===== src/rtl/game_pkg.sv =====
// Shared constants for the Flappy game sequencer: FSM state encodings,
// BCD score limits and the BCD increment helper.
package game_pkg;

    localparam int STATE_W = 3;

    localparam logic [STATE_W-1:0] ST_INIT       = 3'd0;
    localparam logic [STATE_W-1:0] ST_WAIT_FRAME = 3'd1;
    localparam logic [STATE_W-1:0] ST_PHYS       = 3'd2;
    localparam logic [STATE_W-1:0] ST_PIPE       = 3'd3;
    localparam logic [STATE_W-1:0] ST_CHECK      = 3'd4;
    localparam logic [STATE_W-1:0] ST_LOSE       = 3'd5;

    localparam int          DIGIT_W    = 4;
    localparam int          NUM_DIGITS = 4;
    localparam logic [15:0] BCD_MAX    = 16'h9999;

    // Ripple a +1 through the BCD digits, wrapping a 9 to 0 and carrying on.
    function automatic logic [15:0] bcd_inc(input logic [15:0] value);
        logic [15:0] result;
        logic        carry;
        result = value;
        carry  = 1'b1;
        for (int i = 0; i < NUM_DIGITS; i++) begin
            if (carry) begin
                if (result[i*DIGIT_W +: DIGIT_W] == 4'd9) begin
                    result[i*DIGIT_W +: DIGIT_W] = 4'd0;
                end else begin
                    result[i*DIGIT_W +: DIGIT_W] = result[i*DIGIT_W +: DIGIT_W] + 4'd1;
                    carry = 1'b0;
                end
            end
        end
        return result;
    endfunction

endpackage


===== src/rtl/bcd_score_counter.sv =====
// Four-digit BCD score register with synchronous clear and an increment that
// saturates at 9999.
module bcd_score_counter
    import game_pkg::*;
(
    input  logic        clk,
    input  logic        rst_n,
    input  logic        clr,
    input  logic        inc,
    output logic [15:0] score
);

    logic [15:0] score_q;
    logic [15:0] score_d;

    always_comb begin
        score_d = score_q;
        if (clr) begin
            score_d = '0;
        end else if (inc && (score_q != BCD_MAX)) begin
            score_d = bcd_inc(score_q);
        end
    end

    // NOTE: state flops use non-blocking assignments so every flop samples pre-edge values.
    always_ff @(posedge clk or negedge rst_n) begin
        if (!rst_n) begin
            score_q <= '0;
        end else begin
            score_q <= score_d;
        end
    end

    assign score = score_q;

endmodule


===== src/rtl/game_sequencer.sv =====
// Flappy game controller: turns VGA frame pulses into physics/pipe/check steps,
// owns game state, jump latch and score. Optional Pause input: GAME_SEQ_PAUSE_EN.
module game_sequencer
    import game_pkg::*;
#(
    parameter int FRAME_DIV   = 2,
    parameter int CHK_TIMEOUT = 64
) (
    input  logic        Clk,
    input  logic        reset_n,
    input  logic        frame_sync,
    input  logic        Start,
    input  logic        Ack,
    input  logic        Jump,
    input  logic        pipe_passed,
    input  logic        chk_done,
    input  logic        chk_hit,
`ifdef GAME_SEQ_PAUSE_EN
    input  logic        Pause,
`endif
    output logic        phys_step,
    output logic        jump_out,
    output logic        pipe_step,
    output logic        chk_req,
    output logic        game_clr,
    output logic [15:0] Score,
    output logic        q_Initial,
    output logic        q_Run,
    output logic        q_Lose,
    output logic        overrun,
    output logic        timeout_err
);

    localparam int                CHK_W      = (CHK_TIMEOUT > 1) ? $clog2(CHK_TIMEOUT) : 1;
    localparam logic [CHK_W-1:0]  CHK_LAST   = CHK_W'(CHK_TIMEOUT - 1);
    localparam logic [3:0]        FRAME_LAST = 4'(FRAME_DIV - 1);

    logic [STATE_W-1:0] state_q, state_d;
    logic [3:0]         frame_cnt_q, frame_cnt_d;
    logic [CHK_W-1:0]   chk_cnt_q, chk_cnt_d;
    logic               jump_lat_q, jump_lat_d;
    logic               overrun_q, overrun_d;
    logic               timeout_q, timeout_d;
    logic               game_clr_q, game_clr_d;
    logic               phys_step_q, phys_step_d;
    logic               jump_out_q, jump_out_d;
    logic               pipe_step_q, pipe_step_d;
    logic               chk_req_q, chk_req_d;

    logic in_run;
    logic in_step;
    logic entering_phys;
    logic frame_hold;

    assign in_run  = (state_q == ST_WAIT_FRAME) || in_step;
    assign in_step = (state_q == ST_PHYS) || (state_q == ST_PIPE) || (state_q == ST_CHECK);

`ifdef GAME_SEQ_PAUSE_EN
    logic paused_q, paused_d;

    always_comb begin
        paused_d = paused_q;
        if (game_clr_d || ((state_q == ST_LOSE) && Ack)) begin
            paused_d = 1'b0;
        end else if (Pause && in_run) begin
            paused_d = !paused_q;
        end
    end

    always_ff @(posedge Clk or negedge reset_n) begin
        if (!reset_n) begin
            paused_q <= 1'b0;
        end else begin
            paused_q <= paused_d;
        end
    end

    // Only the frame divider sees the pause; a step already in flight finishes.
    assign frame_hold = paused_q;
`else
    assign frame_hold = 1'b0;
`endif

    // NOTE: every variable gets a default at the top of always_comb so no latch is inferred.
    always_comb begin
        state_d     = state_q;
        frame_cnt_d = frame_cnt_q;
        chk_cnt_d   = '0;
        overrun_d   = overrun_q;
        timeout_d   = timeout_q;
        game_clr_d  = 1'b0;

        case (state_q)
            ST_INIT: begin
                if (Start) begin
                    state_d     = ST_WAIT_FRAME;
                    game_clr_d  = 1'b1;
                    frame_cnt_d = '0;
                    overrun_d   = 1'b0;
                    timeout_d   = 1'b0;
                end
            end
            ST_WAIT_FRAME: begin
                if (frame_sync && !frame_hold) begin
                    if (frame_cnt_q == FRAME_LAST) begin
                        frame_cnt_d = '0;
                        state_d     = ST_PHYS;
                    end else begin
                        frame_cnt_d = frame_cnt_q + 4'd1;
                    end
                end
            end
            ST_PHYS:  state_d = ST_PIPE;
            ST_PIPE:  state_d = ST_CHECK;
            ST_CHECK: begin
                if (chk_done) begin
                    state_d = chk_hit ? ST_LOSE : ST_WAIT_FRAME;
                end else if (chk_cnt_q == CHK_LAST) begin
                    timeout_d = 1'b1;
                    state_d   = ST_LOSE;
                end else begin
                    chk_cnt_d = chk_cnt_q + 1'b1;
                end
            end
            ST_LOSE: begin
                if (Ack) begin
                    state_d = ST_INIT;
                end
            end
            default: state_d = ST_INIT;
        endcase

        if (frame_sync && in_step) begin
            overrun_d = 1'b1;
        end
    end

    // A Jump sampled on the edge into PHYS is consumed by that step; one during PHYS waits.
    assign entering_phys = (state_q == ST_WAIT_FRAME) && (state_d == ST_PHYS);

    always_comb begin
        jump_lat_d = jump_lat_q;
        if (game_clr_d || entering_phys) begin
            jump_lat_d = 1'b0;
        end else if (Jump && in_run) begin
            jump_lat_d = 1'b1;
        end
    end

    always_comb begin
        phys_step_d = (state_d == ST_PHYS);
        pipe_step_d = (state_d == ST_PIPE);
        chk_req_d   = (state_d == ST_CHECK);
        jump_out_d  = entering_phys && (jump_lat_q || (Jump && in_run));
    end

    always_ff @(posedge Clk or negedge reset_n) begin
        if (!reset_n) begin
            state_q     <= ST_INIT;
            frame_cnt_q <= '0;
            chk_cnt_q   <= '0;
            jump_lat_q  <= 1'b0;
            overrun_q   <= 1'b0;
            timeout_q   <= 1'b0;
            game_clr_q  <= 1'b0;
            phys_step_q <= 1'b0;
            jump_out_q  <= 1'b0;
            pipe_step_q <= 1'b0;
            chk_req_q   <= 1'b0;
        end else begin
            state_q     <= state_d;
            frame_cnt_q <= frame_cnt_d;
            chk_cnt_q   <= chk_cnt_d;
            jump_lat_q  <= jump_lat_d;
            overrun_q   <= overrun_d;
            timeout_q   <= timeout_d;
            game_clr_q  <= game_clr_d;
            phys_step_q <= phys_step_d;
            jump_out_q  <= jump_out_d;
            pipe_step_q <= pipe_step_d;
            chk_req_q   <= chk_req_d;
        end
    end

    bcd_score_counter u_score (
        .clk   (Clk),
        .rst_n (reset_n),
        .clr   (game_clr_d),
        .inc   (pipe_passed && in_run),
        .score (Score)
    );

    assign phys_step   = phys_step_q;
    assign jump_out    = jump_out_q;
    assign pipe_step   = pipe_step_q;
    assign chk_req     = chk_req_q;
    assign game_clr    = game_clr_q;
    assign overrun     = overrun_q;
    assign timeout_err = timeout_q;
    assign q_Initial   = (state_q == ST_INIT);
    assign q_Run       = in_run;
    assign q_Lose      = (state_q == ST_LOSE);

endmodule

===== config.mk =====
export PLATFORM = sky130hd
export DESIGN_NAME = game_sequencer
export DESIGN_NICKNAME = d
export VERILOG_FILES = /design/src/rtl/game_pkg.sv /design/src/rtl/bcd_score_counter.sv /design/src/rtl/game_sequencer.sv
export SDC_FILE = /design/constraint.sdc
export NUM_CORES = 1
export LEC_CHECK = 0
export ABC_AREA = 1
export CAP_MARGIN = 5
export CORE_ASPECT_RATIO = 1.2
export CORE_MARGIN = 2
export CORE_UTILIZATION = 52
export DETAILED_ROUTE_END_ITERATION = 10
export GPL_ROUTABILITY_DRIVEN = 0
export GPL_TIMING_DRIVEN = 0
export PLACE_DENSITY = 0.79
export SKIP_LAST_GASP = 1
export SLEW_MARGIN = 5
export SYNTH_ARGS = -nofsm -noshare
export SYNTH_HDL_FRONTEND = slang
export SYNTH_SLANG_ARGS = --single-unit

===== constraint.sdc =====
create_clock -name Clk -period 1.4 [get_ports Clk]
set_input_delay 0.42 -clock Clk [delete_from_list [all_inputs] [get_ports Clk]]
set_output_delay 0.42 -clock Clk [all_outputs]
set_load 0.03 [all_outputs]

## Word level (Yosys, flattened, before mapping)

Index checks and enable logic that the tools add are counted.

- Bits of input ports: 9
- Output and inout port bits: 26
- Register bits: 37

- Eq/ne operators: 19
- Reduce and logical (&&, ||, !) cells: 27
- $add $sub $neg: 6
- Mux-type cells: 45

Operators by type and width:

| operator | number |
|---|---|
| $mux 4 | 10 |
| $mux 16 | 2 |
| $mux 3 | 7 |
| $add 4x1->4 const B | 5 |
| $mux 1 | 20 |
| $mux 6 | 3 |
| $pmux 3 s6 | 1 |
| $reduce_bool 2->1 | 9 |
| $eq 4x4->1 const B | 4 |
| $ne 16x16->1 const B | 1 |
| $eq 3x2->1 const B | 4 |
| $eq 3x3->1 const B | 3 |
| $pmux 4 s2 | 1 |
| $reduce_and 2->1 | 4 |
| $add 6x1->6 const B | 1 |
| $eq 6x6->1 const B | 1 |
| $logic_and 1x1->1 | 6 |
| $ne 2x2->1 const B | 3 |
| $logic_or 1x1->1 | 5 |
| $eq 4x1->1 const B | 1 |
| $reduce_and 4->1 | 1 |
| $eq 3x1->1 const B | 1 |
| $logic_not 3->1 | 1 |
| $reduce_and 3->1 | 1 |
| 2 further kinds | 2 |

## Depth between registers and ports, before layout

Gate-level depths: netlist of the first run.

- Word-level depth: 17
- Depth in mapped cells: 12
- Depth with buffers taken out: 11

## Cells and area by module

Synthesis of the first run repeated with hierarchy kept, for this count alone.

- Cell total of the unflattened synthesis: 250
- Area, all modules: 2042.0 um^2

Modules (own cells, without submodules):

| module | instances | cells an instance | area each (um^2) |
|---|---|---|---|
| game_sequencer | 1 | 120 | 1026.0 |
| bcd_score_counter | 1 | 130 | 1016.0 |

## Worst setup path before layout of the first run

Ideal clock, no wire load.

- Path type: register to register
- Start point: reg state_q[0]
- End point: reg frame_cnt_q[2]
- Setup slack: -0.141 ns
- Cell stages (with the launch flop): 9
- Path buffers: 0
- Arrival: 1.415 ns
- Cells stage by stage: dfrtp_1 > inv_1 > nand2_1 > nor2_2 > nand2_4 > nand2_2 > inv_2 > nor2_1 > nor3_1

- Cells in the longest elaborated chain, start to end: 3
- Elaborated cells between the ends (all ways): 7
- Those cells by class: eq/ne: 3; mux: 1; reduce/logical: 3

Ends and longest elaborated chain:

| element | RTL line | source |
|---|---|---|
| start: declaration | game_sequencer.sv:38 | `logic [STATE_W-1:0] state_q, state_d;` |
| start signal: assignment | game_sequencer.sv:171 | `state_q <= state_d;` |
| $logic_not 3->1 (*) | -- |  |
| via q_Initial | game_sequencer.sv:27 | `output logic q_Initial,` |
| $ne 2x2->1 (no line) or $reduce_bool 2->1 (tied branches) | -- |  |
| $reduce_and 3->1 (no line) | -- |  |
| end signal: assignment | game_sequencer.sv:172 | `frame_cnt_q <= frame_cnt_d;` |
| end: declaration | game_sequencer.sv:39 | `logic [3:0] frame_cnt_q, frame_cnt_d;` |

Mark *: on every way through the listed nets, which the timed path passes. The rest lies on a longest branch.
A chain may end at the register's enable or synchronous reset.

## Final worst setup path of the first run

- Start point: reg state_q[0]
- End point: out q_Run

- Cells in the longest elaborated chain, start to end: 4
- Elaborated cells between the ends (all ways): 7
- Those cells by class: eq/ne: 4; reduce/logical: 3

Ends and longest elaborated chain:

| element | RTL line | source |
|---|---|---|
| $eq 3x2->1 | game_sequencer.sv:56 | `assign in_step = (state_q == ST_PHYS) \|\| (state_q == ST_PIPE) \|\| (state_q == ST_CHECK);` |
| $logic_or 1x1->1 (2 in series) | game_sequencer.sv:56 |  |
| $logic_or 1x1->1 (*) | game_sequencer.sv:55 | `assign in_run = (state_q == ST_WAIT_FRAME) \|\| in_step;` |
| end: declaration | game_sequencer.sv:28 | `output logic q_Run,` |

Mark *: on every way between the ends. The rest lies on a longest branch, timed or not.

==> flow_summary.html, run 1 <==
<table>
<tr><th>Metric</th><th>Value</th></tr>
<tr><th colspan="2">Timing</th></tr>
<tr><td>Setup repair after global routing missed its margin</td><td>true</td></tr>
<tr><td>Largest clock skew in the final design</td><td>between 0.006 and 0.007 ns</td></tr>
<tr><td>Final hold viol count</td><td>0</td></tr>
<tr><td>Maximum frequency from static timing analysis</td><td>approximately 620 MHz</td></tr>
<tr><td>Smallest setup slack after layout</td><td>-0.215 ns</td></tr>
<tr><td>Measured slew at the worst slew-check pin</td><td>roughly 0.81 ns</td></tr>
<tr><td>Worst max-slew margin expressed relative to the limit</td><td>a little under half</td></tr>
<tr><td>Final setup violation count</td><td>27</td></tr>
<tr><td>Max-slew violation count</td><td>0</td></tr>
<tr><td>Post-layout min period</td><td>~1.6 ns</td></tr>
<tr><td>Final Cycle Share</td><td>115%</td></tr>
<tr><th colspan="2">Logic synthesis</th></tr>
<tr><td>Fraction of registers with async set/reset</td><td>between 90% and 100%</td></tr>
<tr><td>Predominant post-synthesis flop cell</td><td>dfrtp_1</td></tr>
<tr><td>Share of the synthesized area in the top cell type</td><td>between 40% and 50%</td></tr>
<tr><td>Largest cells by area after synthesis</td><td>dfrtp_1 (47%), nand2_1 (11%), nor2_1 (6.0%)</td></tr>
<tr><td>Count of cell types in the netlist</td><td>31</td></tr>
<tr><td>Total nets after synthesis</td><td>around 260</td></tr>
<tr><td>Number of synthesis warnings</td><td>0</td></tr>
<tr><td>Count of flip-flops with a built-in enable after synthesis</td><td>0</td></tr>
<tr><td>Average cell area after synthesis</td><td>7.90 µm²</td></tr>
<tr><td>Commonest cells in the synthesized netlist</td><td>nand2_1 (59), dfrtp_1 (37), nor2_1 (32)</td></tr>
<tr><td>Sequential share of the synthesized area</td><td>a little under half</td></tr>
<tr><td>Cell type with the largest total area after synthesis</td><td>dfrtp_1</td></tr>
<tr><td>Synth Instances</td><td>~250</td></tr>
<tr><td>Most common cell in the netlist</td><td>nand2_1</td></tr>
<tr><td>Netlist Area Pre-Place</td><td>around 2000 µm²</td></tr>
<tr><td>Flops &amp; latches, synth</td><td>37</td></tr>
<tr><th colspan="2">Global routing</th></tr>
<tr><td>Global-route total usage across every layer</td><td>between 20% and 30%</td></tr>
<tr><td>Largest net degree at the start of global routing</td><td>38</td></tr>
<tr><td>Number of antenna violations at the first check in global routing</td><td>0</td></tr>
<tr><td>Final global-route overflow total</td><td>0</td></tr>
<tr><td>Wire length of the first global-routing pass</td><td>between 7 and 8 mm</td></tr>
<tr><td>Via count of the first global-routing pass</td><td>1756</td></tr>
<tr><th colspan="2">Clocking</th></tr>
<tr><td>Clock latency on the worst-skew pair</td><td>0.30 ns</td></tr>
<tr><td>Number of buffers added by the clock tree synthesis step</td><td>5</td></tr>
<tr><td>CTS H-Tree Depth</td><td>2</td></tr>
<tr><td>Clock tree buffer depth</td><td>2</td></tr>
<tr><td>CTS tree</td><td>done</td></tr>
<tr><td>Total number of clock tree sinks</td><td>37</td></tr>
<tr><td>CTS clock-pin slew for the worst setup and hold paths</td><td>approximately 0.080 ns</td></tr>
<tr><td>Clock tree root driver cell</td><td>clkbuf_8</td></tr>
<tr><th colspan="2">Placement</th></tr>
<tr><td>Number of port buffers</td><td>34</td></tr>
<tr><td>DP HPWL</td><td>between 2 and 3 mm</td></tr>
<tr><td>Area after DPL</td><td>2440 µm²</td></tr>
<tr><th colspan="2">Setup path</th></tr>
<tr><td>Critical-path maximum fanout</td><td>6</td></tr>
<tr><td>Reg-to-reg slack, setup</td><td>-0.21 ns</td></tr>
<tr><td>Class of the most critical setup path</td><td>register to output pin</td></tr>
<tr><td>Worst-case reg-to-reg path depth</td><td>12</td></tr>
<tr><td>Critical path launch point type</td><td>register</td></tr>
<tr><td>Required time of the worst setup path</td><td>around 0.98 ns</td></tr>
<tr><td>Critical path arrival</td><td>1.19 ns</td></tr>
<tr><td>Critical path endpoint category</td><td>output pin</td></tr>
<tr><th colspan="2">Floorplan</th></tr>
<tr><td>Core region area</td><td>approximately 3700 µm²</td></tr>
<tr><td>Die area</td><td>about 4300 µm²</td></tr>
<tr><td>Horizontal die dimension</td><td>60.5 µm</td></tr>
<tr><td>Number of cell rows</td><td>24</td></tr>
<tr><td>Height of the die</td><td>just over 70 µm</td></tr>
<tr><td>Ports</td><td>35</td></tr>
<tr><td>Effective utilization at floorplan</td><td>about 54%</td></tr>
<tr><th colspan="2">Hold path</th></tr>
<tr><td>Worst min-delay path category</td><td>primary input to async pin</td></tr>
<tr><th colspan="2">Detailed routing</th></tr>
<tr><td>Total detailed-routing wirelength</td><td>~5 mm</td></tr>
<tr><td>Via/cell ratio</td><td>around 5.2</td></tr>
<tr><td>Iteration-0 DRC Markers</td><td>106</td></tr>
<tr><td>Post-route antenna net violation count</td><td>0</td></tr>
<tr><td>First drt pass iteration count</td><td>4</td></tr>
<tr><td>DRC</td><td>0</td></tr>
<tr><td>Routed WL per cell</td><td>approximately 14 µm</td></tr>
<tr><td>Count of vias placed by the detailed router</td><td>~1.9k</td></tr>
<tr><th colspan="2">Finish</th></tr>
<tr><td>Final core utilization</td><td>about three quarters</td></tr>
<tr><td>Layout area overhead</td><td>40.0%</td></tr>
<tr><td>Post-route cell area</td><td>between 2000 and 3000 µm²</td></tr>
<tr><td>Net count, final</td><td>between 300 and 400</td></tr>
<tr><td>Antenna cells</td><td>0</td></tr>
<tr><td>Layout cells sized above 1</td><td>about 45%</td></tr>
<tr><th colspan="2">Power</th></tr>
<tr><td>IR Drop Worst-Case VDD</td><td>approximately 1.2 mV</td></tr>
<tr><td>Overall Power</td><td>4.76 mW</td></tr>
<tr><td>PD cells</td><td>1710 nW/µm²</td></tr>
<tr><td>Leakage power total</td><td>1.37 nW</td></tr>
<tr><th colspan="2">Status</th></tr>
<tr><td>Failing checks</td><td>setup timing</td></tr>
<tr><td>Outcome</td><td>complete, but fails checks</td></tr>
<tr><th colspan="2">Run</th></tr>
<tr><td>Max-Cap Viols</td><td>0</td></tr>
</table>
## per-stage QoR
| stage | worst slack [ns] | std cells | hold WS, ns | TNS (ns) |
|---|---|---|---|---|
| 2_1_floorplan | -0.0238 | 252 | 0.124 | -0.210 |
| 3_3_place_gp | -1.05 | 338 | 0.472 | -44.26 |
| 3_5_place_dp | -0.503 | 338 | 0.488 | -8.66 |
| 4_1_cts | -0.224 | 355 | 0.234 | -2.49 |
| 5_1_grt | -0.291 | 361 | 0.291 | -4.86 |
| 6_report | -0.215 | 361 | 0.202 | -2.68 |
## path summary, 6_finish.rpt
| path | startpoint | end |
|---|---|---|
| max in group asynchronous | reset_n | u_score.score[7] |
| min reg2reg | jump_lat_q | jump_out |
| max reg2reg | state_q[0] | u_score.score[13] |
| max | state_q[0] | q_Run |
| min | reset_n | frame_cnt_q[2] |
| min in group Clk | jump_lat_q | jump_out |
## placed cells by master (no fill, tap or decap), drive strengths merged
cell           netlist  layout
nand2               69      69
buf                  3      40
nor2                38      39
dfrtp               37      37
inv                 31      30
nand3               19      19
o21ai               15      15
nor3                10      10
nand4                7       7
clkdlybuf4s50        0       7
clkbuf               0       6
xor2                 5       5
clkdlybuf4s15        0       4
clkinv               1       4
a21oi                3       3
and3                 3       3
ha                   3       3
o22ai                2       2
a31o                 1       1
or2                  1       1
xnor2                1       1
nor3b                1       1
o211ai               1       1
a22o                 1       1
## per-layer routing
layer,GRT usage [%],wire length [µm],up-vias
li1,-,-,921
met1,28.9,2070,892
met2,39.6,2620,44
met3,5.60,204,9
met4,8.70,82,0
met5,0,0,-
## power by group
group          internal (mW)  leakage [nW]  total (mW)  switching, mW
Sequential              1.26         0.478        1.46          0.205
Clock                  0.399        0.0512       0.815          0.416
Combinational           1.00         0.837        2.48           1.48
## layout make-up
class                   instances  area (µm²)
multi-input cells             181        1140
plain buffers                   2        22.5
fillers                       275         876
repair buffers                 49         385
clock buffers                   6        82.6
flip-flops and latches         37         947
clock inverters                 2        13.8
inverters                      32         131
well taps                      52        65.1
## worst max-delay path, stage by stage (launching register included)
cell and delay (ns):
dfrtp_2 0.49, nor2_4 0.12, nand2_2 0.08, nand3_4 0.08
buf_6 0.13
## kinds of logic (layout without fill, tap and decap cells)
family                     after synthesis  in the layout  share of synthesized area, %
adders and majority gates                3              3                          1.89
DFF                                     37             37                          46.5
AOI/OAI and AO/OA                       23             23                          6.60
and+or+nand+nor                        148            149                          35.2
buffers and inverters                   35             91                          7.16
xor gates and xnor gates                 6              6                          2.64
## registers in the layout, indices dropped and copies added (netlist names)
register,count
chk_req,1
chk_cnt_q,6
jump_out,1
timeout_err,1
pipe_step,1
frame_cnt_q,4
overrun,1
game_clr,1
jump_lat_q,1
u_score.score,16
phys_step,1
state_q,3
## what timing repair did
action	in CTS	in global routing
gates resized for setup	142	47
setup endpoints to repair	48	34
pin swaps	7	12
hold buffers	0	0
buffers inserted	8	6
gates cloned	2	0
hold endpoints to repair	0	0
Power figures use the tool's default switching activity.
==> inputs of run 2 (changes only) <==
- CAP_MARGIN: 5 -> unset
- HOLD_SLACK_MARGIN: unset -> 0.1
==> results of run 2 <==
Same layout as run 1: the final DEF is identical, and so are final timing and power.
